**src/rtl/dma_pkg.sv**
```systemverilog
// Shared definitions for the dma_copy32 word-copy engine.
package dma_pkg;

    // Copy engine states; read and write halves mirror each other.
    typedef enum logic [2:0] {
        ST_IDLE       = 3'd0,
        ST_RD_REQ     = 3'd1,
        ST_RD_WAIT_LO = 3'd2,
        ST_RD_WAIT_HI = 3'd3,
        ST_WR_REQ     = 3'd4,
        ST_WR_WAIT_LO = 3'd5,
        ST_WR_WAIT_HI = 3'd6,
        ST_DONE       = 3'd7
    } dma_state_e;

    // Configuration targets selected by cfg_sel.
    typedef enum logic [1:0] {
        CFG_SRC       = 2'd0,
        CFG_DST       = 2'd1,
        CFG_LEN_START = 2'd2,
        CFG_CLEAR     = 2'd3
    } cfg_sel_e;

    // status_out flag positions; remaining count sits in the low bits.
    localparam int STAT_BUSY = 31;
    localparam int STAT_DONE = 30;
    localparam int STAT_ERR  = 29;

    // Lowest legal source / destination addresses.
    localparam logic [31:0] DEF_RD_BASE = 32'h0400_0000;
    localparam logic [31:0] DEF_WR_BASE = 32'h0400_2000;

endpackage

```
**src/rtl/dma_cfg_regs.sv**
```systemverilog
// Configuration registers: SRC/DST (word aligned), remaining word count,
// and the write block that freezes configuration while a copy runs.
module dma_cfg_regs
    import dma_pkg::*;
#(
    parameter int LEN_W = 8
) (
    input  logic             clk,
    input  logic             arst,
    input  logic             cfg_wr,
    input  logic [1:0]       cfg_sel,
    input  logic [31:0]      cfg_in,
    input  logic             busy,
    input  logic             dec,
    output logic [31:0]      src,
    output logic [31:0]      dst,
    output logic [LEN_W-1:0] remaining,
    output logic             start,
    output logic             clear
);

    logic [31:0]      src_q, src_d;
    logic [31:0]      dst_q, dst_d;
    logic [LEN_W-1:0] rem_q, rem_d;
    logic             wr_ok;

    // Decode accepted writes and compute register next values.
    always_comb begin
        wr_ok = cfg_wr && !busy;
        start = wr_ok && (cfg_sel == CFG_LEN_START);
        clear = wr_ok && (cfg_sel == CFG_CLEAR);
        src_d = src_q;
        dst_d = dst_q;
        rem_d = rem_q;
        if (wr_ok && cfg_sel == CFG_SRC) src_d = {cfg_in[31:2], 2'b00};
        if (wr_ok && cfg_sel == CFG_DST) dst_d = {cfg_in[31:2], 2'b00};
        if (start)    rem_d = cfg_in[LEN_W-1:0];
        else if (dec) rem_d = rem_q - LEN_W'(1);
    end

    // Register state; reset clears all configuration.
    always_ff @(posedge clk or posedge arst) begin
        if (arst) begin
            src_q <= '0;
            dst_q <= '0;
            rem_q <= '0;
        end else begin
            src_q <= src_d;
            dst_q <= dst_d;
            rem_q <= rem_d;
        end
    end

    assign src       = src_q;
    assign dst       = dst_q;
    assign remaining = rem_q;

endmodule

```
**src/rtl/dma_copy32.sv**
```systemverilog
// Single-outstanding-word memory copy engine with a req/data_rdy handshake
// bus. Each word is read from SRC+4i and written to DST+4i.
module dma_copy32
    import dma_pkg::*;
#(
    parameter int          LEN_W   = 8,
    parameter logic [31:0] RD_BASE = DEF_RD_BASE,
    parameter logic [31:0] WR_BASE = DEF_WR_BASE
) (
    input  logic        clk,
    input  logic        arst,
    input  logic        cfg_wr,
    input  logic [1:0]  cfg_sel,
    input  logic [31:0] cfg_in,
    output logic [31:0] status_out,
    output logic        req_rd,
    output logic        req_wr,
    output logic [31:0] addr_rd,
    output logic [31:0] addr_wr,
    output logic [31:0] data_wr,
    input  logic [31:0] data_rd,
    input  logic        data_rdy,
    output logic        int_done
);

    dma_state_e       state_q, state_d;
    logic [31:0]      rd_addr_q, rd_addr_d;
    logic [31:0]      wr_addr_q, wr_addr_d;
    logic [31:0]      data_q, data_d;
    logic             done_q, done_d;
    logic             err_q, err_d;
    logic             int_q, int_d;

    logic [31:0]      src, dst;
    logic [LEN_W-1:0] remaining;
    logic             start, clear, busy;
    logic             cfg_bad, len_zero;
    logic             rd_cap, wr_fin, enter_done;

    dma_cfg_regs #(.LEN_W(LEN_W)) u_cfg (
        .clk       (clk),
        .arst      (arst),
        .cfg_wr    (cfg_wr),
        .cfg_sel   (cfg_sel),
        .cfg_in    (cfg_in),
        .busy      (busy),
        .dec       (wr_fin),
        .src       (src),
        .dst       (dst),
        .remaining (remaining),
        .start     (start),
        .clear     (clear)
    );

    // Length is taken straight from the start write since the count
    // register only loads on that same edge.
    assign cfg_bad  = (src < RD_BASE) || (dst < WR_BASE);
    assign len_zero = (cfg_in[LEN_W-1:0] == '0);

    // State register.
    always_ff @(posedge clk or posedge arst) begin
        if (arst) state_q <= ST_IDLE;
        else      state_q <= state_d;
    end

    // Next-state: each access waits for data_rdy to drop then rise again.
    always_comb begin
        state_d = state_q;
        case (state_q)
            ST_IDLE:       if (start) state_d = (cfg_bad || len_zero) ? ST_DONE : ST_RD_REQ;
            ST_RD_REQ:     if (data_rdy)  state_d = ST_RD_WAIT_LO;
            ST_RD_WAIT_LO: if (!data_rdy) state_d = ST_RD_WAIT_HI;
            ST_RD_WAIT_HI: if (data_rdy)  state_d = ST_WR_REQ;
            ST_WR_REQ:     if (data_rdy)  state_d = ST_WR_WAIT_LO;
            ST_WR_WAIT_LO: if (!data_rdy) state_d = ST_WR_WAIT_HI;
            ST_WR_WAIT_HI: if (data_rdy)  state_d = (remaining > LEN_W'(1)) ? ST_RD_REQ : ST_DONE;
            ST_DONE:       state_d = ST_IDLE;
            default:       state_d = ST_IDLE;
        endcase
    end

    // FSM outputs: bus requests and datapath strobes decoded from state.
    always_comb begin
        busy       = (state_q != ST_IDLE);
        req_rd     = (state_q == ST_RD_REQ);
        req_wr     = (state_q == ST_WR_REQ);
        rd_cap     = (state_q == ST_RD_WAIT_HI) && data_rdy;
        wr_fin     = (state_q == ST_WR_WAIT_HI) && data_rdy;
        enter_done = (state_d == ST_DONE) && (state_q != ST_DONE);
    end

    // Datapath next values: address walk, read data capture, flags.
    always_comb begin
        rd_addr_d = rd_addr_q;
        wr_addr_d = wr_addr_q;
        data_d    = data_q;
        done_d    = done_q;
        err_d     = err_q;
        int_d     = int_q;
        if (start) begin
            rd_addr_d = src;
            wr_addr_d = dst;
            done_d    = 1'b0;
            int_d     = 1'b0;
            err_d     = cfg_bad;
        end
        if (clear) begin
            done_d = 1'b0;
            err_d  = 1'b0;
            int_d  = 1'b0;
        end
        if (rd_cap) data_d = data_rd;
        if (wr_fin) begin
            rd_addr_d = rd_addr_q + 32'd4;
            wr_addr_d = wr_addr_q + 32'd4;
        end
        if (enter_done) begin
            done_d = 1'b1;
            int_d  = 1'b1;
        end
    end

    // Datapath registers.
    always_ff @(posedge clk or posedge arst) begin
        if (arst) begin
            rd_addr_q <= '0;
            wr_addr_q <= '0;
            data_q    <= '0;
            done_q    <= 1'b0;
            err_q     <= 1'b0;
            int_q     <= 1'b0;
        end else begin
            rd_addr_q <= rd_addr_d;
            wr_addr_q <= wr_addr_d;
            data_q    <= data_d;
            done_q    <= done_d;
            err_q     <= err_d;
            int_q     <= int_d;
        end
    end

    assign addr_rd    = rd_addr_q;
    assign addr_wr    = wr_addr_q;
    assign data_wr    = data_q;
    assign int_done   = int_q;
    assign status_out = {busy, done_q, err_q, {(29-LEN_W){1'b0}}, remaining};

endmodule

```
**config.mk**
```make
export PLATFORM = sky130hd
export DESIGN_NAME = dma_copy32
export DESIGN_NICKNAME = d
export VERILOG_FILES = /design/src/rtl/dma_pkg.sv /design/src/rtl/dma_cfg_regs.sv /design/src/rtl/dma_copy32.sv
export SDC_FILE = /design/constraint.sdc
export NUM_CORES = 1
export LEC_CHECK = 0
export BUFFER_PORTS_ARGS = -buffer_cell sky130_fd_sc_hd__buf_2
export CAP_MARGIN = 15
export CORE_MARGIN = 5
export CORE_UTILIZATION = 55
export DETAILED_ROUTE_END_ITERATION = 12
export GPL_TIMING_DRIVEN = 0
export PLACE_DENSITY = 0.83
export SYNTH_ARGS = -nofsm -noshare
export SYNTH_HDL_FRONTEND = slang
export SYNTH_HIERARCHICAL = 1
export SYNTH_SLANG_ARGS = --single-unit
```
**constraint.sdc**
```tcl
create_clock -name clk -period 7.5 [get_ports clk]
set_input_delay 0.75 -clock clk [delete_from_list [all_inputs] [get_ports clk]]
set_output_delay 0.75 -clock clk [all_outputs]
set_load 0.01 [all_outputs]
```
==> impl_metrics.yaml, run 1 <==
critical_path:
  crit_arrival_ns: 3.92
  setup.worst_path.start: "state_q[1]"
  worstPathMaxFanout: 10
  crit_required_ns: 7.82
  start_kind: "flip-flop"
  r2r_start: "state_q[1]"
  worstSetupEndpointType: "flip-flop"
  path_class: "flip-flop to flip-flop"
clock_network:
  cts_hold_buf: 0
  h-tree-depth: 4
  cts_sinks: 169
  numCtsBuffers: 17
  clk_pin_slew_ns: 0.06
  cts_setup_buffers: 0
  clockBufferDepth: 2
  cts_resized: 0
  worst_skew_pair.late_latency_ns: 0.42
  cts_tree: "yes"
  clockRootBuffer: "clkbuf_16"
sta:
  fmax_mhz: 277
  hold_slack_ns: 0.412
  period_needed_ns: 3.61
  setup_viol: 0
  tightest_slew_ns: 0.975
  post-route-period-util_pct: 48.1
  setup-tns-final_ns: 0
  maxSlewHeadroom_pct: 34.5
  hold_viol: 0
  slew_viol_final: 0
  grt_setup_unrepaired: "false"
  finClkSkew_ns: 0.00730
placed_design:
  dpl.cell_count: 1135
  dpl.hpwl_um: 16900
  placed_area_um2: 9470
  finalWeightedCongestion: 0.902
  io_buffer_count: 179
floorplanning:
  rows: 44
  die-width_um: 132
  die_area_um2: 17500
  io_pins: 201
  coreArea_um2: 14600
  start_util_pct: 56.4
  die_height_um: 132
power_and_ir_drop:
  power_uw: 4070
  p_leak_uw: 0.00460
  ir_drop_mv: 0.203
  power.density_nw_per_um2: 405
global_routing:
  grt_max_degree: 69
  grt_first_pass_wirelength_um: 37300
  grt_pass1_vias: 6818
  grt_use_total_pct: 26.8
  grt.overflow.total: 0
  antenna_found_initial: 0
layout:
  antenna_cells: 0
  fillCellCount: 1126
  final_cells: 1162
  final_cell_area_um2: 10100
  drive_gt1_share_pct: 37.7
  nets: 1043
  area_growth_pct: 22.2
logic_synthesis:
  yosysUniqueCellTypes: 72
  synth_seq_area_share_pct: 51.4
  synthCells: 748
  synth_top_area_share_pct: 51.4
  ys.flop_type: "dfrtp_1"
  synth-edff-count: 0
  synthTopCellsByArea: "dfrtp_1, mux2_2, nand2_1"
  yosys_warnings: 6
  synth-async-reset-ratio_pct: 100
  synth_area_leader_cell: "dfrtp_1"
  ys_ff_latch: 169
  syn_area_um2: 8220
  avgSynthCellArea_um2: 11.0
drt:
  drc: 0
  drtIter0Drc: 524
  detail-route-antenna-nets: 0
  wl_per_cell_um: 20.3
  num_vias: 6891
  drt-vias-per-instance: 5.93
  wl_um: 23600
  first_pass_iters: 5
status:
  outcome: "finished clean"
run:
  maxCapViolCount: 0
hold_path:
  hold_path_class: "primary input to asynchronous set/reset pin"
## layer usage
metal  part of all wire [%]  wire length, um  GRT usage (%)  vias to the layer above
met5                      0                0              0                        -
met4                    2.4              573           8.54                        0
met3                    9.0             2120           7.75                       49
met2                     47            11200           42.8                      340
met1                     41             9710           35.4                     3364
li1                       -                -              -                     3138
## cell families after synthesis
group	Yosys count	share of synthesized area [%]
compound gates	122	10.5
xor+xnor	10	1.06
fa+ha+maj	3	0.456
buf+inv	79	5.66
flops	169	51.4
mux	96	13.3
other cells	2	0.0913
simple gates	267	17.5
## cell usage after synthesis (17+ instances only)
master	n
a211oi_1	19
mux2_2	87
buf_4	28
dfrtp_1	169
nor3_1	30
nand2_1	65
a21oi_1	22
nor2_1	61
o21ai_0	20
clkbuf_1	17
nand4_1	17
nand3_1	25
## worst max-delay path, stage by stage, from the launching register on
cell and delay (ns):
dfrtp_1 0.40, buf_1 0.23, nor3_1 0.29, inv_1 0.16, and4bb_2 0.42, buf_2 0.25
clkbuf_1 0.43, and2_1 0.19, buf_2 0.24, clkbuf_1 0.50, nor2_1 0.09, a221oi_1 0.29
## final cells by class
class	instances	area, um^2	area share, %
Buffer	69	428	4.26
Clock buffer	24	492	4.89
Clock inverter	3	90.1	0.896
Inverter	10	42.5	0.423
Multi-Input combinational cell	523	3620	36.0
Sequential cell	169	4230	42.1
Tap cell	184	230	2.29
Timing Repair Buffer	180	923	9.19
## flip-flops by register name (all words and copies together) (netlist names), 3 cells and up
register / cells
addr_wr: 32
u_cfg/remaining: 8
u_cfg/src: 30
state_q: 3
u_cfg/dst: 30
data_wr: 32
addr_rd: 32
## worst paths after layout
check / to / slack [ns] / depth (start not counted)
min in group clk: addr_rd[1] / 0.47 / 2
min: data_wr[29] / 0.41 / 2
max: addr_rd[29] / 3.89 / 11
max in group asynchronous: addr_rd[4] / 6.37 / 3
min reg2reg: addr_rd[1] / 0.47 / 2
max reg2reg: addr_rd[29] / 3.89 / 11
## power by group
group          switching, uW  internal, uW  total, uW
Clock                    336           551        887
Sequential               419          1360       1780
Combinational            716           691       1410
Total                   1470          2600       4070
## through the flow
step                worst slack [ns]  util (%)
floorplan                       4.10         -
global placement                2.72      64.7
detailed placement              3.94      64.9
CTS                             3.92      68.9
global route                    3.65      68.9
finish                          3.89      68.9
## cell usage in the layout, fill, tap and decap left out, drive strengths merged, types with 5 or more instances in the layout
| master | n |
|---|---|
| buf | 232 |
| dfrtp | 169 |
| mux2 | 93 |
| nand2 | 65 |
| nor2 | 61 |
| clkbuf | 41 |
| nor3 | 31 |
| nand3 | 25 |
| conb | 25 |
| a21oi | 23 |
| o21ai | 21 |
| a211oi | 19 |
| nand4 | 19 |
| nor4 | 14 |
| and3 | 13 |
| o22ai | 10 |
| inv | 10 |
| and4 | 8 |
| o211ai | 7 |
| and2 | 7 |
| xnor2 | 6 |
| o221a | 5 |
| a311oi | 5 |
Power figures use the tool's default switching activity.
==> run 2, diff against run 1 <==
- ABC_AREA: default -> 1
- CORE_UTILIZATION: 55 -> 50
- PLACE_DENSITY: 0.83 -> 0.79
- clock period: 7.5 -> 3.2 ns (I/O delays scaled with it)
==> run 2 against run 1 <==
  * Synthesized cell count up 52%
  * Sequential power increased by 130%
  * Cell area is 8.1% higher
  * Setup slack worse by 3.2 ns
  * Maximum frequency increased by 42%
  * Non-clock buffer count shrank 3
  * Final cell count up 38%
  * Sequential share of layout area is 3.1 points lower
  * Combinational power rose by 140%
  * First-iteration DRC count rose by 72%
  * Via count is 24% higher
  * Critical path type unchanged
  * Critical endpoint is now addr_rd[22]
==> impl_metrics.yaml, run 2 <==
global_routing:
  antenna_found_initial: 0
  grt_first_pass_wirelength_um: 42700
  grt.overflow.total: 0
  grt_pass1_vias: 8067
  grt_max_degree: 69
  grt_use_total_pct: 26.4
drt:
  first_pass_iters: 5
  drt-vias-per-instance: 5.34
  detail-route-antenna-nets: 0
  num_vias: 8538
  drc: 0
  drtIter0Drc: 903
  wl_per_cell_um: 17.0
  wl_um: 27100
layout:
  antenna_cells: 0
  drive_gt1_share_pct: 23.1
  multi_input_area_um2: 3870
  layout_common_cells: "nand2_1, buf_2, dfrtp_1, inv_1, nor2_1"
  final-seq-area_um2: 4230
  area_growth_pct: 21.2
  layout_commonest_cell: "nand2_1"
  fillCellCount: 1599
  nets: 1431
logic_synthesis:
  synth_top_area_share_pct: 47.2
  ys_ff_latch: 169
  synth-async-reset-ratio_pct: 100
  ys.flop_type: "dfrtp_1"
  synth_area_leader_cell: "dfrtp_1"
  yosys.area_share.simple_pct: 28.6
  synth_seq_area_share_pct: 47.2
  synth-edff-count: 0
  synthTopCellsByArea: "dfrtp_1, nand2_1, inv_1"
  synthCells: 1136
  synth_common_cells: "nand2_1, dfrtp_1, inv_1, nor2_1, nand3_1"
  synth_top_family_by_area: "simple AND/OR/NAND/NOR gates"
  yosys_warnings: 6
  synth-xor-area-share_pct: 2.44
  avgSynthCellArea_um2: 7.89
  synth_compound_area_share_pct: 10.6
  yosysUniqueCellTypes: 42
  synthMuxAreaShare_pct: 0.112
  yosysMostFrequentCell: "nand2_1"
  synthAdderAreaFrac_pct: 0.419
  syn_area_um2: 8960
placed_design:
  dpl.hpwl_um: 20100
  post-place-ws_ns: 0.730
  finalWeightedCongestion: 0.999
  io_buffer_count: 179
run:
  maxCapViolCount: 0
sta:
  fmax_mhz: 395
  tightest_slew_ns: 0.902
  post-route-period-util_pct: 79.1
  period_needed_ns: 2.53
  fin_ws_ns: 0.667
  hold_slack_ns: 0.0705
  slew_viol_final: 0
  finClkSkew_ns: 0.00768
  maxSlewHeadroom_pct: 39.8
  grt_setup_unrepaired: "false"
  hold_viol: 0
  setup_viol: 0
power_and_ir_drop:
  pwr-share-comb_pct: 35.3
  seq_power_share_pct: 42.5
  power_uw: 9500
  clockPowerShare_pct: 22.2
  p_leak_uw: 0.00554
  ir_drop_mv: 0.448
  power.density_nw_per_um2: 875
  swShare_pct: 40.2
  p_int_uw: 5680
  p_switching_uw: 3820
clock_network:
  cts_hold_buf: 0
  cts_sinks: 169
  h-tree-depth: 4
  cts_setup_buffers: 0
  numCtsBuffers: 17
  worst_skew_pair.late_latency_ns: 0.43
  clockRootBuffer: "clkbuf_16"
  cts_tree: "yes"
  clk_pin_slew_ns: 0.06
  cts_resized: 0
  clockBufferDepth: 2
critical_path:
  worstSetupEndpointType: "flip-flop"
  path_class: "flip-flop to flip-flop"
  start_kind: "flip-flop"
  crit_arrival_ns: 2.82
  crit_required_ns: 3.48
  worstPathMaxFanout: 13
floorplanning:
  die_area_um2: 20700
  start_util_pct: 50.4
  io_pins: 201
  coreArea_um2: 17800
  die-width_um: 144
  die_height_um: 144
  rows: 49
status:
  outcome: "finished clean"
hold_path:
  hold_path_class: "primary input to asynchronous set/reset pin"
[run 2: changes by cell type after synthesis, moves of 9 or more]
| cell | delta |
|---|---|
| o21ai_2 | +24 |
| o21ai_1 | +41 |
| a21oi_1 | -20 |
| and3_1 | -13 |
| nand2_1 | +330 |
| xor2_1 | +20 |
| clkbuf_1 | -9 |
| nand3_1 | +43 |
| inv_1 | +110 |
| mux2_2 | -87 |
| a211oi_1 | -19 |
| o211ai_1 | +32 |
[run 2: kinds of logic after synthesis]
kind of cell / after synthesis
compound gates: 142
xor+xnor: 25
fa+ha+maj: 3
buf+inv: 192
flops: 169
mux: 1
other cells: 2
simple gates: 602
[run 2: critical path: stages, from the launching register on]
cell and delay [ns]:
dfrtp_1 0.46, inv_1 0.16, nand3_1 0.25, nor2_4 0.28
nand2_4 0.14, inv_6 0.17, nor2_4 0.12, inv_2 0.12
clkbuf_1 0.50, o211ai_1 0.17
[run 2: through the flow]
step,std cells,cell area (um^2),TNS (ns),utilization (%)
2_1_floorplan,1159,9050,0,-
3_3_place_gp,1567,10200,-115.72,57.6
3_5_place_dp,1568,10300,0,57.7
4_1_cts,1599,10900,0,61.1
5_1_grt,1599,10900,0,61.1
6_report,1599,10900,0,61.1
[run 2: worst paths after layout]
check                      slack (ns)         from           to  cells past startpoint
hold / removal                   0.07         arst  data_wr[28]                      2
setup / recovery                 0.67   state_q[2]  addr_rd[22]                      9
max in group asynchronous        2.43         arst  addr_rd[22]                      3
setup reg to reg                 0.67   state_q[2]  addr_rd[22]                      9
min in group clk                 0.09   data_rd[4]   data_wr[4]                      3
hold reg to reg                  0.47  data_wr[17]  data_wr[17]                      2
[run 2: routing by layer]
metal / up-vias / wire, um / global-route usage, %
li1: 4053 / - / -
met1: 3991 / 11000 / 36.2
met2: 426 / 12800 / 41.2
met3: 68 / 2460 / 5.49
met4: 0 / 858 / 10.5
met5: - / 0 / 0
[run 2: layout make-up]
type,count,area share [%]
Clock inverter,10,1.08
Timing Repair Buffer,180,8.50
Multi-Input combinational cell,798,35.6
Inverter,126,4.45
Tap cell,229,2.64
Clock buffer,21,4.42
Buffer,66,4.35
Sequential cell,169,38.9
[run 2: power by group through the flow]
stage / registers, uW / clock network [uW] / logic (uW)
5_1_grt: 4160 / 2220 / 3780
2_1_floorplan: 4070 / 0 / 1910
3_3_place_gp: 4000 / 0 / 3220
3_5_place_dp: 4030 / 0 / 3340
6_report: 4040 / 2110 / 3350
4_1_cts: 4010 / 2120 / 3370
==> run 3, diff against run 2 <==
- CORE_UTILIZATION: 50 -> 55
- PLACE_DENSITY: 0.79 -> 0.82
- clock period: 3.2 -> 2.5 ns (I/O delays scaled with it)
==> run 3 against run 2 <==
  * First-iteration DRC count grew 6.5%
  * Count of clock-buffer cells in the layout stayed put
  * Total power is 30% higher
  * Worst hold slack lost 0.052 ns
  * Wire length increased by 0.13%
  * Global-route usage up 2.5 points
==> impl_metrics.yaml, run 3 (synthesis gave the netlist of run 2 again) <==
status:
  outcome: "finished clean"
drt:
  drtIter0Drc: 962
  wl_um: 27100
  drc: 0
  first_pass_iters: 6
  wl_per_cell_um: 17.1
  num_vias: 8700
  detail-route-antenna-nets: 0
  drt-vias-per-instance: 5.48
critical_path:
  start_kind: "flip-flop"
  rrSetupSlack_ns: 0.09
  crit_arrival_ns: 2.78
  worstSetupEndpointType: "flip-flop"
  crit_required_ns: 2.87
  r2r-end: "u_cfg/remaining[0]"
  path_class: "flip-flop to flip-flop"
  ff2ff_path_depth: 8
  r2r_start: "state_q[0]"
  worstPathMaxFanout: 12
global_routing:
  antenna_found_initial: 0
  grt_first_pass_wirelength_um: 42000
  grt_use_total_pct: 28.9
  grt_pass1_vias: 8082
  grt_max_degree: 69
  grt.overflow.total: 0
floorplanning:
  rows: 46
  die-width_um: 138
  die_area_um2: 19000
  die_height_um: 138
  start_util_pct: 56.2
  io_pins: 201
  coreArea_um2: 15900
sta:
  hold_viol: 0
  period_needed_ns: 2.41
  finClkSkew_ns: 0.00937
  maxSlewHeadroom_pct: 39.6
  setup_viol: 0
  fmax_mhz: 414
  grt_setup_unrepaired: "false"
  setup-tns-final_ns: 0
  tightest_slew_ns: 0.906
  hold_slack_ns: 0.0184
  slew_viol_final: 0
  post-route-period-util_pct: 96.5
clock_network:
  numCtsBuffers: 17
  worst_skew_pair.late_latency_ns: 0.43
  clockRootBuffer: "clkbuf_16"
  cts_tree: "yes"
  clk_pin_slew_ns: 0.06
  cts_setup_buffers: 0
  clockBufferDepth: 2
  cts_sinks: 169
  h-tree-depth: 4
layout:
  antenna_cells: 0
  area_growth_pct: 21.8
  final_cell_area_um2: 10900
  fillCellCount: 1309
  layout_common_cells: "nand2_1, buf_2, dfrtp_1, inv_1, nor2_1"
  nets: 1433
  final_cells: 1589
  drive_gt1_share_pct: 23.4
  layout_commonest_cell: "nand2_1"
run:
  maxCapViolCount: 0
placed_design:
  finalWeightedCongestion: 0.972
  dpl.hpwl_um: 19900
  io_buffer_count: 179
  placed_area_um2: 10300
  dpl.cell_count: 1556
hold_path:
  holdPathStages: 3
  holdPathEnd: "data_wr[2]"
  hold_path_class: "primary input to flip-flop"
  hold_path.startpoint: "data_rd[2]"
power_and_ir_drop:
  power_uw: 12400
  p_leak_uw: 0.00558
  power.density_nw_per_um2: 1130
  ir_drop_mv: 0.550
==> run 3: worst max-delay path, cell delays in order (launching register included) <==
cell	delay, ns
dfrtp_1	0.41
inv_1	0.14
nand3_2	0.12
nor2_4	0.21
clkbuf_1	0.71
inv_1	0.34
nor2_4	0.27
nand2_1	0.08
nand3_1	0.08
==> run 3: area by class of cell <==
type / count / area (um^2) / area share, %
Inverter: 126 / 484 / 4.43
Tap cell: 216 / 270 / 2.47
Multi-Input combinational cell: 798 / 3870 / 35.4
Clock inverter: 11 / 168 / 1.54
Timing Repair Buffer: 182 / 946 / 8.66
Sequential cell: 169 / 4230 / 38.7
Clock buffer: 21 / 470 / 4.31
Buffer: 66 / 482 / 4.41
==> run 3: per-stage QoR <==
stage	util [%]	worst slack [ns]
floorplan	-	0.538
global route	68.5	0.000623
CTS	68.5	0.0431
global placement	64.1	-0.421
detailed placement	64.4	0.0269
finish	68.5	0.0863
==> run 3: worst max-delay path by stage <==
| stage | start | to | cells past startpoint |
|---|---|---|---|
| after floorplan | arst | u_cfg/dst[10] | 1 |
| after global placement | arst | u_cfg/src[28] | 2 |
| after detailed placement | state_q[2] | addr_wr[15] | 9 |
| after CTS | state_q[2] | addr_rd[24] | 10 |
| after global routing | state_q[0] | u_cfg/remaining[0] | 8 |
| final | state_q[0] | u_cfg/remaining[0] | 8 |
==> run 3: repair_timing <==
action | CTS | global route
endpoints found under the hold margin | 22 | 0
hold buffers | 1 | 0
resized for setup | 1 | 6
endpoints found under the setup margin | 1 | 29
==> run 3: layer usage <==
layer / vias to the layer above / track usage, % / routed length [um]
met4: 0 / 9.98 / 817
met1: 4059 / 38.8 / 10700
met2: 506 / 44.8 / 12700
li1: 4062 / - / -
met3: 73 / 8.66 / 2940
met5: - / 0 / 0
==> run 3: power by group <==
part | internal [uW] | total [uW] | switching (uW)
registers | 3960 | 5180 | 1230
clock network | 1750 | 2850 | 1100
logic | 1750 | 4330 | 2580
total | 7460 | 12400 | 4900
